$ cat config.mk
export PLATFORM = sky130hd
export DESIGN_NAME = subxor_arbiter
export DESIGN_NICKNAME = d
export VERILOG_FILES = /design/src/rtl/subxor_arbiter_pkg.sv /design/src/rtl/subxor_arbiter_res_fifo.sv /design/src/rtl/subxor_arbiter.sv
export SDC_FILE = /design/constraint.sdc
export NUM_CORES = 1
export LEC_CHECK = 0
export ABC_AREA = 1
export CORE_ASPECT_RATIO = 1.4
export CORE_UTILIZATION = 43
export DETAILED_ROUTE_END_ITERATION = 8
export PLACE_DENSITY = 0.77
export RECOVER_POWER = 25
export SYNTH_ARGS = -nofsm -noshare
export SYNTH_HDL_FRONTEND = slang
export SYNTH_SLANG_ARGS = --single-unit
export TNS_END_PERCENT = 20
$ cat constraint.sdc
create_clock -name clk_i -period 4.1 [get_ports clk_i]
set_input_delay 0.615 -clock clk_i [delete_from_list [all_inputs] [get_ports clk_i]]
set_output_delay 0.615 -clock clk_i [all_outputs]
set_load 0.02 [all_outputs]
$ cat src/rtl/subxor_arbiter_pkg.sv
// Shared types for the sub/xor request arbiter: operand, control, request
// and result-entry types plus the two-way round-robin pick helper.
package TYPES;

    localparam int PRNG_W = 16;

    typedef logic [PRNG_W-1:0] prng_t;

    typedef enum logic {
        MODE_SUB = 1'b0,
        MODE_XOR = 1'b1
    } mode_t;

    typedef logic [1:0] width_t;

    typedef logic req_id_t;

    typedef struct packed {
        prng_t  x;
        prng_t  y;
        prng_t  ex;
        mode_t  mode;
        width_t width;
    } subxor_req_t;

    typedef struct packed {
        prng_t   z;
        req_id_t id;
    } subxor_res_t;

    // Returns {grant_valid, grant_id}. With both requesters valid the one
    // named by ptr wins; ptr always names the requester not granted last.
    function automatic logic [1:0] rr_pick(input logic [1:0] valid, input logic ptr);
        logic [1:0] r;
        case (valid)
            2'b01:   r = 2'b10;
            2'b10:   r = 2'b11;
            2'b11:   r = {1'b1, ptr};
            default: r = 2'b00;
        endcase
        return r;
    endfunction

endpackage

$ cat src/rtl/subxor_arbiter_res_fifo.sv
// subxor_res_fifo: power-of-two result FIFO holding {z, id} entries.
// Push and pop may happen in the same cycle, including when full (the pop
// frees the slot the push lands in) or empty (only the push takes effect).
module subxor_res_fifo
    import TYPES::*;
#(
    parameter int DEPTH = 4
) (
    input  logic                    clk_i,
    input  logic                    rst_i,
    input  logic                    push_i,
    input  subxor_res_t             push_data_i,
    input  logic                    pop_i,
    output subxor_res_t             head_o,
    output logic                    empty_o,
    output logic [$clog2(DEPTH):0]  count_o
);

    localparam int AW = $clog2(DEPTH);
    localparam int CW = AW + 1;

    subxor_res_t     mem_q [DEPTH];
    subxor_res_t     mem_d [DEPTH];
    logic [AW-1:0]   wr_q, wr_d;
    logic [AW-1:0]   rd_q, rd_d;
    logic [CW-1:0]   count_q, count_d;
    logic            do_push;
    logic            do_pop;

    // Pointer/count update; a push into a full FIFO is only taken with a pop.
    always_comb begin
        mem_d   = mem_q;
        wr_d    = wr_q;
        rd_d    = rd_q;
        do_pop  = pop_i && (count_q != '0);
        do_push = push_i && ((count_q != CW'(DEPTH)) || do_pop);
        if (do_push) begin
            mem_d[wr_q] = push_data_i;
            wr_d        = wr_q + AW'(1);
        end
        if (do_pop) begin
            rd_d = rd_q + AW'(1);
        end
        count_d = count_q + CW'(do_push) - CW'(do_pop);
    end

    // Storage and pointer registers.
    always_ff @(posedge clk_i or posedge rst_i) begin
        if (rst_i) begin
            for (int i = 0; i < DEPTH; i++) begin
                mem_q[i] <= '0;
            end
            wr_q    <= '0;
            rd_q    <= '0;
            count_q <= '0;
        end else begin
            mem_q   <= mem_d;
            wr_q    <= wr_d;
            rd_q    <= rd_d;
            count_q <= count_d;
        end
    end

    assign head_o  = mem_q[rd_q];
    assign empty_o = (count_q == '0);
    assign count_o = count_q;

endmodule

$ cat src/rtl/subxor_arbiter.sv
// subxor_arbiter: two-requester round-robin front end for a fixed-latency
// sub/xor datapath. Grants are credit limited so every issued op already
// owns a result FIFO slot. Optional statistics counters are built when
// SUBXOR_ARB_STATS_EN is defined.
module subxor_arbiter
    import TYPES::*;
#(
    parameter int LAT   = 2,
    parameter int DEPTH = 4
) (
    input  logic              clk_i,
    input  logic              rst_i,
    input  logic [1:0]        req_valid_i,
    output logic [1:0]        req_ready_o,
    input  prng_t [1:0]       req_x_i,
    input  prng_t [1:0]       req_y_i,
    input  prng_t [1:0]       req_ex_i,
    input  mode_t [1:0]       req_mode_i,
    input  width_t [1:0]      req_width_i,
    output prng_t             dp_x_o,
    output prng_t             dp_y_o,
    output prng_t             dp_ex_o,
    output mode_t             dp_mode_o,
    output width_t            dp_width_o,
    input  prng_t             dp_z_i,
    output logic              res_valid_o,
    input  logic              res_ready_i,
    output prng_t             res_z_o,
    output req_id_t           res_id_o,
    output logic              busy_o
`ifdef SUBXOR_ARB_STATS_EN
    ,
    output logic [31:0]       grant_cnt0_o,
    output logic [31:0]       grant_cnt1_o,
    output logic [31:0]       stall_cnt_o
`endif
);

    localparam int FCW = $clog2(DEPTH) + 1;

    logic            ptr_q, ptr_d;
    subxor_req_t     dp_q, dp_d;
    logic            issue_q, issue_d;
    req_id_t         issue_id_q, issue_id_d;
    logic [LAT-1:0]  vld_q, vld_d;
    logic [LAT-1:0]  id_q, id_d;

    logic [FCW-1:0]  fifo_count;
    logic            fifo_empty;
    subxor_res_t     fifo_head;
    subxor_res_t     push_data;
    logic            push;
    logic            pop;

    logic [4:0]      inflight;
    logic [5:0]      occupancy;
    logic            credit_ok;
    logic            gnt_vld;
    req_id_t         gnt_id;
    logic [1:0]      pick;

    // Ops in flight (issue register plus latency pipe) and credit check.
    // A pop in this cycle is not credited until the next one.
    always_comb begin
        inflight = 5'(issue_q);
        for (int i = 0; i < LAT; i++) begin
            inflight = inflight + 5'(vld_q[i]);
        end
        occupancy = {1'b0, inflight} + 6'(fifo_count);
        credit_ok = (occupancy < 6'(DEPTH));
    end

    // Round-robin grant; ready is held low in reset and without credit.
    always_comb begin
        pick        = rr_pick(req_valid_i, ptr_q);
        gnt_vld     = pick[1] && credit_ok && !rst_i;
        gnt_id      = pick[0];
        req_ready_o = gnt_vld ? (2'b01 << gnt_id) : 2'b00;
        ptr_d       = ptr_q;
        if (gnt_vld) begin
            ptr_d = ~gnt_id;
        end
    end

    // Capture granted operands for the datapath; hold otherwise.
    always_comb begin
        dp_d       = dp_q;
        issue_d    = gnt_vld;
        issue_id_d = gnt_id;
        if (gnt_vld) begin
            dp_d.x     = req_x_i[gnt_id];
            dp_d.y     = req_y_i[gnt_id];
            dp_d.ex    = req_ex_i[gnt_id];
            dp_d.mode  = req_mode_i[gnt_id];
            dp_d.width = req_width_i[gnt_id];
        end
    end

    // Latency pipe: the last stage lines up with dp_z_i for that issue.
    always_comb begin
        vld_d[0] = issue_q;
        id_d[0]  = issue_id_q;
        for (int i = 1; i < LAT; i++) begin
            vld_d[i] = vld_q[i-1];
            id_d[i]  = id_q[i-1];
        end
    end

    // Arbiter, datapath-operand and pipe registers.
    always_ff @(posedge clk_i or posedge rst_i) begin
        if (rst_i) begin
            ptr_q      <= 1'b0;
            dp_q       <= '0;
            issue_q    <= 1'b0;
            issue_id_q <= 1'b0;
            vld_q      <= '0;
            id_q       <= '0;
        end else begin
            ptr_q      <= ptr_d;
            dp_q       <= dp_d;
            issue_q    <= issue_d;
            issue_id_q <= issue_id_d;
            vld_q      <= vld_d;
            id_q       <= id_d;
        end
    end

    assign push         = vld_q[LAT-1];
    assign push_data.z  = dp_z_i;
    assign push_data.id = id_q[LAT-1];
    assign pop          = res_valid_o && res_ready_i;

    subxor_res_fifo #(
        .DEPTH (DEPTH)
    ) u_res_fifo (
        .clk_i       (clk_i),
        .rst_i       (rst_i),
        .push_i      (push),
        .push_data_i (push_data),
        .pop_i       (pop),
        .head_o      (fifo_head),
        .empty_o     (fifo_empty),
        .count_o     (fifo_count)
    );

    assign dp_x_o      = dp_q.x;
    assign dp_y_o      = dp_q.y;
    assign dp_ex_o     = dp_q.ex;
    assign dp_mode_o   = dp_q.mode;
    assign dp_width_o  = dp_q.width;

    assign res_valid_o = !fifo_empty;
    assign res_z_o     = res_valid_o ? fifo_head.z  : '0;
    assign res_id_o    = res_valid_o ? fifo_head.id : 1'b0;
    assign busy_o      = (occupancy != '0);

`ifdef SUBXOR_ARB_STATS_EN
    logic [31:0] gcnt0_q, gcnt0_d;
    logic [31:0] gcnt1_q, gcnt1_d;
    logic [31:0] stall_q, stall_d;

    // Saturating grant and stall counters.
    always_comb begin
        gcnt0_d = gcnt0_q;
        gcnt1_d = gcnt1_q;
        stall_d = stall_q;
        if (gnt_vld && !gnt_id && (gcnt0_q != '1)) gcnt0_d = gcnt0_q + 32'd1;
        if (gnt_vld &&  gnt_id && (gcnt1_q != '1)) gcnt1_d = gcnt1_q + 32'd1;
        if ((|req_valid_i) && !gnt_vld && (stall_q != '1)) stall_d = stall_q + 32'd1;
    end

    // Counter registers.
    always_ff @(posedge clk_i or posedge rst_i) begin
        if (rst_i) begin
            gcnt0_q <= '0;
            gcnt1_q <= '0;
            stall_q <= '0;
        end else begin
            gcnt0_q <= gcnt0_d;
            gcnt1_q <= gcnt1_d;
            stall_q <= stall_d;
        end
    end

    assign grant_cnt0_o = gcnt0_q;
    assign grant_cnt1_o = gcnt1_q;
    assign stall_cnt_o  = stall_q;
`endif

endmodule

## Word level (Yosys, flattened, before mapping)

Cells that the tools add are included.

- Add/sub/neg operators: 7
- Order comparisons: 5
- Eq/ne operators: 4
- Shift operators: 1
- Multiplexer cells: 20
- Bitwise gates (word level): 3
- Reduce and logical (&&, ||, !) cells: 12

Operators by type and width:

| kind | number |
|---|---|
| 16-bit 2-to-1 mux | 7 |
| 68-bit bitwise mux | 1 |
| 17-bit 2-to-1 mux | 3 |
| 17-bit binary-select mux with 2-bit select | 1 |
| 17-bit demux with 2-bit select | 1 |
| 3-bit greater-or-equal comparator, second input constant | 2 |
| 1-bit logical AND | 6 |
| 2-bit 2-to-1 mux | 3 |
| 2-bit inverter with 3-bit output | 2 |
| 2-bit case mux with 3 select lines | 1 |
| 6-bit nonzero test | 1 |
| 2-bit by 1-bit adder with 2-bit output, second input constant | 2 |
| 3-bit by 3-bit adder with 4-bit output | 1 |
| 2-bit equality test, second input constant | 2 |
| 4-bit by 3-bit < comparator with 1-bit output, second input constant | 1 |
| 2-bit by 1-bit adder with 3-bit output | 1 |
| 3-bit by 1-bit adder with 3-bit output | 1 |
| 3-bit logical NOT | 1 |
| 3-bit by 1-bit < comparator with 1-bit output, second input constant | 1 |
| 1-bit 2-to-1 mux | 3 |
| 3-bit != test, second input constant | 1 |
| 3-bit nonzero test | 1 |
| 3-bit by 1-bit subtractor with 3-bit output | 1 |
| 1-bit by 1-bit adder with 2-bit output | 1 |
| other kinds (6) | 7 |

- Register bits after elaboration: 133
- Output and inout bits: 72
- Logic and storage cells: 73

## Logic depth before layout (Yosys ltp)

Gate-level depths: netlist of run 1.

- Word-level depth: 8
- Gate-level depth with buffers: 12
- Depth with buffers taken out: 11

## Modules after synthesis

From an unflattened synthesis of run 1, not the netlist that was laid out.

- Cells, all modules: 908
- Area total of the unflattened synthesis: 6989.2 µm²

By module, submodules not included:

| module | instances | cells an instance | area each (µm²) | sequential area each (µm²) |
|---|---|---|---|---|
| subxor_res_fifo | 1 | 443 | 3726.1 | 1876.8 |
| subxor_arbiter | 1 | 465 | 3263.1 | 1451.4 |

## Worst setup path after synthesis of run 1

No wires, ideal clock.

- Path kind: flip-flop to output port
- Start: reg issue_q
- End: out req_ready_o[1]
- Arrival time: 2.256 ns
- Required time: 3.485 ns
- Setup slack: 1.229 ns
- Cell stages (with the launch flop): 11
- Buffers on the path: 1
- Cell sequence: dfrtp_1 fa_1 ha_1 inv_1 fa_1 nand2_1 nand2_2 nor2_8 nand2_4 buf_6 nor2_2

- Cells in the longest elaborated chain, start to end: 7

RTL lines:

| element | RTL line | source |
|---|---|---|
| start: declaration | subxor_arbiter.sv:43 | `logic issue_q, issue_d;` |
| start signal: assignment | subxor_arbiter.sv:121 | `issue_q <= issue_d;` |
| 1-bit by 1-bit adder with 2-bit output | subxor_arbiter.sv:67 | `inflight = inflight + 5'(vld_q[i]);` |
| 2-bit by 1-bit adder with 3-bit output | subxor_arbiter.sv:67 |  |
| 3-bit by 3-bit adder with 4-bit output | subxor_arbiter.sv:69 | `occupancy = {1'b0, inflight} + 6'(fifo_count);` |
| 4-bit by 3-bit < comparator with 1-bit output | subxor_arbiter.sv:70 | `credit_ok = (occupancy < 6'(DEPTH));` |
| 1-bit logical AND (2 in a row) | subxor_arbiter.sv:76 | `gnt_vld = pick[1] && credit_ok && !rst_i;` |
| 2-bit 2-to-1 mux | subxor_arbiter.sv:78 | `req_ready_o = gnt_vld ? (2'b01 << gnt_id) : 2'b00;` |
| end: declaration | subxor_arbiter.sv:14 | `output logic [1:0] req_ready_o,` |

No other way between the ends.

## Final worst setup path of run 1

- Start: reg issue_q
- End: out req_ready_o[0]

The elaborated chain is that of the path after synthesis.

==> impl_metrics.toml, run 1 <==
[critical_path]
critPathTopFamily = "adder cells"
crit_slowest_cell = "clkdlybuf4s50_1"
cp_cell_sequence = "fa_1 > ha_1 > inv_1 > fa_1 > nand2_1 > nand2_2 > nor2_8 > nand3_1 > inv_1 > clkdlybuf4s50_1"
cp.arrival_ns = 3.25
crit_buf_inv = 3
cpPeakStageDelay_ns = 0.59
cp_max_fo = 20
worstPathRequired_ns = 3.48
end_kind = "primary output"
criticalPathCategory = "reg -> out"
crit_path_start_kind = "flip-flop"

[floorplan]
die_h_um = 148
fp.coreArea_um2 = 14900
rows = 53
ios = 195
die_width_um = 106
initial_core_util_pct = 43.8
die_area_um2 = 15700

[clock_network]
cts_sinks = 133
cts_tree = "done"
cts_resized = 0
postCtsSetupRepairBufs = 0
clock_latency_ns = 0.42
htree_levels = 4
ctsHoldBuffers = 0
cts_root_buf = "clkbuf_16"
cts_made_buffers = 17
clock_path_buffers = 2
path_clk_slew_ns = 0.06

[yosys]
synth_cell_types = 25
netlist_area_um2 = 6540
synth_compound_area_share_pct = 9.26
synth_top_family_by_area = "simple AND/OR/NAND/NOR gates"
syn_nets = 969
synthCells = 835
yosys_warnings = 0
muxShareOfSynthArea_pct = 0
synth_xor_area_share_pct = 0.402
synth-adder-area-share_pct = 2.45
synth-simple-area-share_pct = 30.2
synth.avg_cell_area_um2 = 7.83
ys_seq_area_share_pct = 50.9
ys_ff_latch = 133

[global_route]
grt-ovfl-total = 0
gr-usage-all-layers_pct = 23.3
grt_pass1_vias = 5746
antenna_found_initial = 0
grt_first_pass_wirelength_um = 28600
grt_max_degree = 95

[power]
switching_share_pct = 41.8
leakage_nw = 4.44
p_per_area_nw_per_um2 = 796
internal_power_mw = 4.20
netSwitchingPower_mw = 3.02
p_total_mw = 7.22
combPwrFrac_pct = 48.3
p_seq_share_pct = 31.4
irDropWorstVdd_v = 0.000607
pwr-share-clk_pct = 20.3

[placement]
hpwl_um = 11400
gp_congestion = 0.807
numPortBuffers = 194

[cells_and_area]
seq_area_um2 = 3330
area_growth_pct = 38.7
final_nets = 1138
layout_common_cells = "nand2_1 (286), clkdlybuf4s50_1 (191), dfrtp_1 (133)"
final_common_cell = "nand2_1"
fillers = 1350
layout-drive-gt1-share_pct = 5.51
final_util_pct = 60.8
multi_input_area_um2 = 2770
antenna_cells = 0

[detailed_routing]
vias = 6088
drc = 0
ant_nets = 0
dr.pass1.iters = 5
wl_um = 17300
viasPerCell = 5.04
wl_per_cell_um = 14.3
drtIter0Drc = 260

[outcome]
status = "finished with violations"
violations = "capacitance limit, slew limit"

[sta]
hold_viol_final = 0
post-route-period-util_pct = 94.3
clock.fmax_mhz = 259
relSlewSlack_pct = -53.4
clock_skew_ns = 0.0115
finalCriticalPeriod_ns = 3.87
tns_ns = 0
worst_pin_slew_ns = 2.30
drv_slew = 95
setup_violations = 0
rsz0062_at_grt = "no"

[run]
maxCapViolCount = 1

[min_path]
min_path_type = "reg -> reg"
-- routing by layer --
metal / global-route usage, % / share of wire (%) / routed length, µm
met4: 9.10 / 2.1 / 357
met1: 28.4 / 41 / 7150
met5: 0 / 0 / 0
met3: 7.23 / 7.0 / 1210
met2: 38.3 / 50 / 8590
-- cell type report --
cell class | instances | share of cell area [%]
Timing Repair Buffer | 204 | 22.2
Tap cell | 192 | 2.65
Inverter | 38 | 1.61
Clock inverter | 15 | 1.61
Multi-Input combinational cell | 610 | 30.6
Clock buffer | 17 | 4.69
Sequential cell | 133 | 36.7
-- worst register-to-register path, cell delays in order (launching register included) --
cell and delay, ns:
dfrtp_1 0.39, fa_1 0.55, ha_1 0.17, inv_1 0.06
fa_1 0.37, nand2_1 0.09, nand2_2 0.09, nor2_8 0.29
nand2_4 0.08, buf_4 0.31, nand2_1 0.17, nand2_1 0.08
-- stage by stage --
step	hold WS (ns)	setup slack (ns)	area [µm²]	cells
floorplan	0.331	1.23	6540	835
global placement	0.333	0.685	8510	1177
detailed placement	0.336	0.649	8510	1177
CTS	0.350	0.192	9090	1209
global route	0.357	0.0579	9070	1209
finish	0.347	0.235	9070	1209
-- cells by family (layout without fill, tap and decap cells) --
logic type / Yosys count / count (layout)
AO/OA/AOI/OAI: 121 / 121
XOR/XNOR: 3 / 3
adder cells (fa/ha/maj): 11 / 11
buffers and inverters: 92 / 274
flip-flops: 133 / 133
AND/OR/NAND/NOR: 475 / 475
-- power by group through the flow --
stage / sequential [mW] / clock, mW / combinational, mW
after floorplan: 2.46 / 0 / 1.99
after global placement: 2.25 / 0 / 3.46
after detailed placement: 2.27 / 0 / 3.52
after CTS: 2.26 / 1.49 / 3.53
after global routing: 2.34 / 1.56 / 3.86
final: 2.27 / 1.47 / 3.49
-- final timing paths --
| check | startpoint | endpoint | slack [ns] | cells past startpoint |
|---|---|---|---|---|
| setup / recovery | issue_q$_DFF_PP0_ | req_ready_o[0] | 0.23 | 10 |
| hold / removal | id_q[0]$_DFF_PP0_ | id_q[1]$_DFF_PP0_ | 0.35 | 0 |
| setup reg to reg | issue_q$_DFF_PP0_ | ptr_q$_DFFE_PP0P_ | 1.35 | 11 |
| hold reg to reg | id_q[0]$_DFF_PP0_ | id_q[1]$_DFF_PP0_ | 0.35 | 0 |
| max in group asynchronous | rst_i | u_res_fifo.mem_q[66]$_DFFE_PP0P_ | 1.03 | 3 |
| min in group asynchronous | rst_i | dp_y_o[11]$_DFFE_PP0P_ | 0.98 | 3 |
-- cell usage after synthesis --
cell type	n	area share, %
nand3_1	104	8.0
nand2_2	2	0.19
inv_2	2	0.11
ha_1	8	1.5
fa_1	3	0.92
o21ai_0	76	5.8
xnor2_1	1	0.13
nand3b_1	1	0.11
inv_1	35	2.0
clkinv_1	1	0.057
clkbuf_1	14	0.80
nand3_2	4	0.61
nand2_4	1	0.17
nand2_1	286	16
buf_6	5	0.86
buf_2	27	2.1
nor2_8	1	0.31
xor2_1	2	0.27
dfrtp_1	133	51
nor2_1	74	4.2
a21oi_1	17	1.3
nor2_2	2	0.19
o21ai_1	28	2.1
buf_4	7	0.80
clkbuf_2	1	0.076
-- flip-flops by register name, summed over array words and instances, names as in the netlist, 2 cells and up --
signal / flops
dp_x_o: 16
u_res_fifo.count_o: 3
u_res_fifo.wr_q: 2
u_res_fifo.rd_q: 2
dp_y_o: 16
id_q: 2
vld_q: 2
dp_ex_o: 16
dp_width_o: 2
u_res_fifo.mem_q: 68
No activity file was read; power rests on OpenSTA's default activity.
==> inputs of run 2 (changes only) <==
- CORE_ASPECT_RATIO: 1.4 -> 2
==> run 2 against run 1 <==
Against the previous run: the run still ends with capacitance limit, slew limit left; via count fell by 0.38%; sequential power barely moved; highest routed layer unchanged; count of clock-buffer cells in the layout did not move; fmax rose by 3.7%; sequential cell count did not move; clock skew barely moved; global-route usage rose by 0.51 points; sequential share of layout area barely moved.
==> impl_metrics.toml, run 2 (synthesized netlist as in run 1, its figures left out) <==
[critical_path]
cpPeakStageDelay_ns = 0.61
end_kind = "primary output"
worstPathRequired_ns = 3.48
crit_slowest_cell = "clkdlybuf4s50_1"
cp.arrival_ns = 3.11
cp_max_fo = 5
crit_path_start_kind = "flip-flop"
criticalPathCategory = "reg -> out"
crit_buf_inv = 3
cp_cell_sequence = "fa_1 > ha_1 > inv_1 > fa_1 > nand2_1 > nand2_2 > nor2_8 > nand3_1 > inv_1 > clkdlybuf4s50_1"
critPathTopFamily = "adder cells"

[global_route]
grt_pass1_vias = 5810
grt_max_degree = 134
grt-ovfl-total = 0
gr-usage-all-layers_pct = 23.8
grt_first_pass_wirelength_um = 28500
antenna_found_initial = 1

[detailed_routing]
drc = 0
dr.pass1.iters = 5
viasPerCell = 5.00
drtIter0Drc = 338
vias = 6065
ant_nets = 0
wl_per_cell_um = 14.7
wl_um = 17800

[sta]
post-route-period-util_pct = 90.9
clock_skew_ns = 0.0116
setup_violations = 0
finalCriticalPeriod_ns = 3.73
hold_viol_final = 0
fin_ws_ns = 0.373
relSlewSlack_pct = -19.3
fin_hold_ws_ns = 0.345
rsz0062_at_grt = "no"
worst_pin_slew_ns = 1.79
tns_ns = 0
drv_slew = 134
clock.fmax_mhz = 268

[cells_and_area]
area_growth_pct = 38.6
final_util_pct = 61.2
layout_common_cells = "nand2_1 (286), clkdlybuf4s50_1 (191), dfrtp_1 (133)"
regMostFlops = "u_res_fifo.mem_q"
largest_reg_flops = 68
fillers = 1378
final_nets = 1138
stdcell_area_um2 = 9060
final_common_cell = "nand2_1"
fin_cells = 1213
layout-drive-gt1-share_pct = 5.51

[clock_network]
path_clk_slew_ns = 0.06
ctsHoldBuffers = 0
cts_resized = 0
cts_made_buffers = 17
cts_tree = "done"
clock_path_buffers = 2
clock_latency_ns = 0.41
htree_levels = 4
cts_sinks = 133
cts_root_buf = "clkbuf_16"
postCtsSetupRepairBufs = 0

[outcome]
status = "finished with violations"
violations = "capacitance limit, slew limit"

[placement]
numPortBuffers = 194
place_area_um2 = 8520
hpwl_um = 12100
gp_congestion = 0.845
pre_cts_slack_ns = 0.774
numPlacedInstances = 1180

[run]
maxCapViolCount = 1

[floorplan]
fp.coreArea_um2 = 14800
die_h_um = 176
die_area_um2 = 15700
rows = 63
initial_core_util_pct = 44.1
ios = 195
die_width_um = 89.2

[power]
leakage_nw = 4.43
irDropWorstVdd_v = 0.000429
internal_power_mw = 4.15
p_seq_share_pct = 31.4
p_total_mw = 7.20
p_per_area_nw_per_um2 = 795
pwr-share-clk_pct = 19.8
combPwrFrac_pct = 48.8
switching_share_pct = 42.4
netSwitchingPower_mw = 3.05

[min_path]
min_path_type = "reg -> reg"
run 2: cell types whose count changed in the layout (fill, tap and decap cells not counted), sizes merged:
cell / change
clkinv: +1
inv: +1
diode: +1
clkinvlp: -1
bufinv: -1
run 2: power by group through the flow:
stage / Clock, mW / Combinational [mW] / Sequential (mW)
2_1_floorplan: 0 / 1.99 / 2.46
3_3_place_gp: 0 / 3.51 / 2.25
3_5_place_dp: 0 / 3.54 / 2.27
4_1_cts: 1.46 / 3.57 / 2.26
5_1_grt: 1.52 / 3.87 / 2.33
6_report: 1.42 / 3.52 / 2.26
run 2: routing by layer:
metal  vias up  wire length (µm)  global-route usage (%)
met3        31               775                    5.00
met4         0               567                    10.8
li1       3027                 -                       -
met2       180              9850                    42.0
met1      2827              6640                    26.7
met5         -                 0                       0
run 2: cell type report:
type / instances / area, µm² / area share (%)
diodes: 1 / 2.50 / 0.0276
clock buffers: 17 / 425 / 4.69
clock inverters: 15 / 133 / 1.46
inverters: 38 / 146 / 1.62
multi-input cells: 610 / 2770 / 30.6
flip-flops and latches: 133 / 3330 / 36.7
well taps: 195 / 244 / 2.69
repair buffers: 204 / 2010 / 22.2
run 2: final timing paths:
check                                      from                              to  slack (ns)  depth (start not counted)
max reg2reg                   issue_q$_DFF_PP0_         dp_ex_o[11]$_DFFE_PP0P_        1.45                         12
min                        issue_id_q$_DFF_PP0_               id_q[0]$_DFF_PP0_        0.34                          0
min reg2reg                issue_id_q$_DFF_PP0_               id_q[0]$_DFF_PP0_        0.34                          0
max                           issue_q$_DFF_PP0_                  req_ready_o[0]        0.37                         10
max in group asynchronous                 rst_i  u_res_fifo.rd_q[0]$_DFFE_PP0P_        1.56                          3
min in group asynchronous                 rst_i           dp_y_o[0]$_DFFE_PP0P_        1.42                          3
==> inputs of run 3 (changes only) <==
- CAP_MARGIN: default -> 40
==> results of run 3 <==
No change in the layout: final DEF, timing and power equal those of run 2.
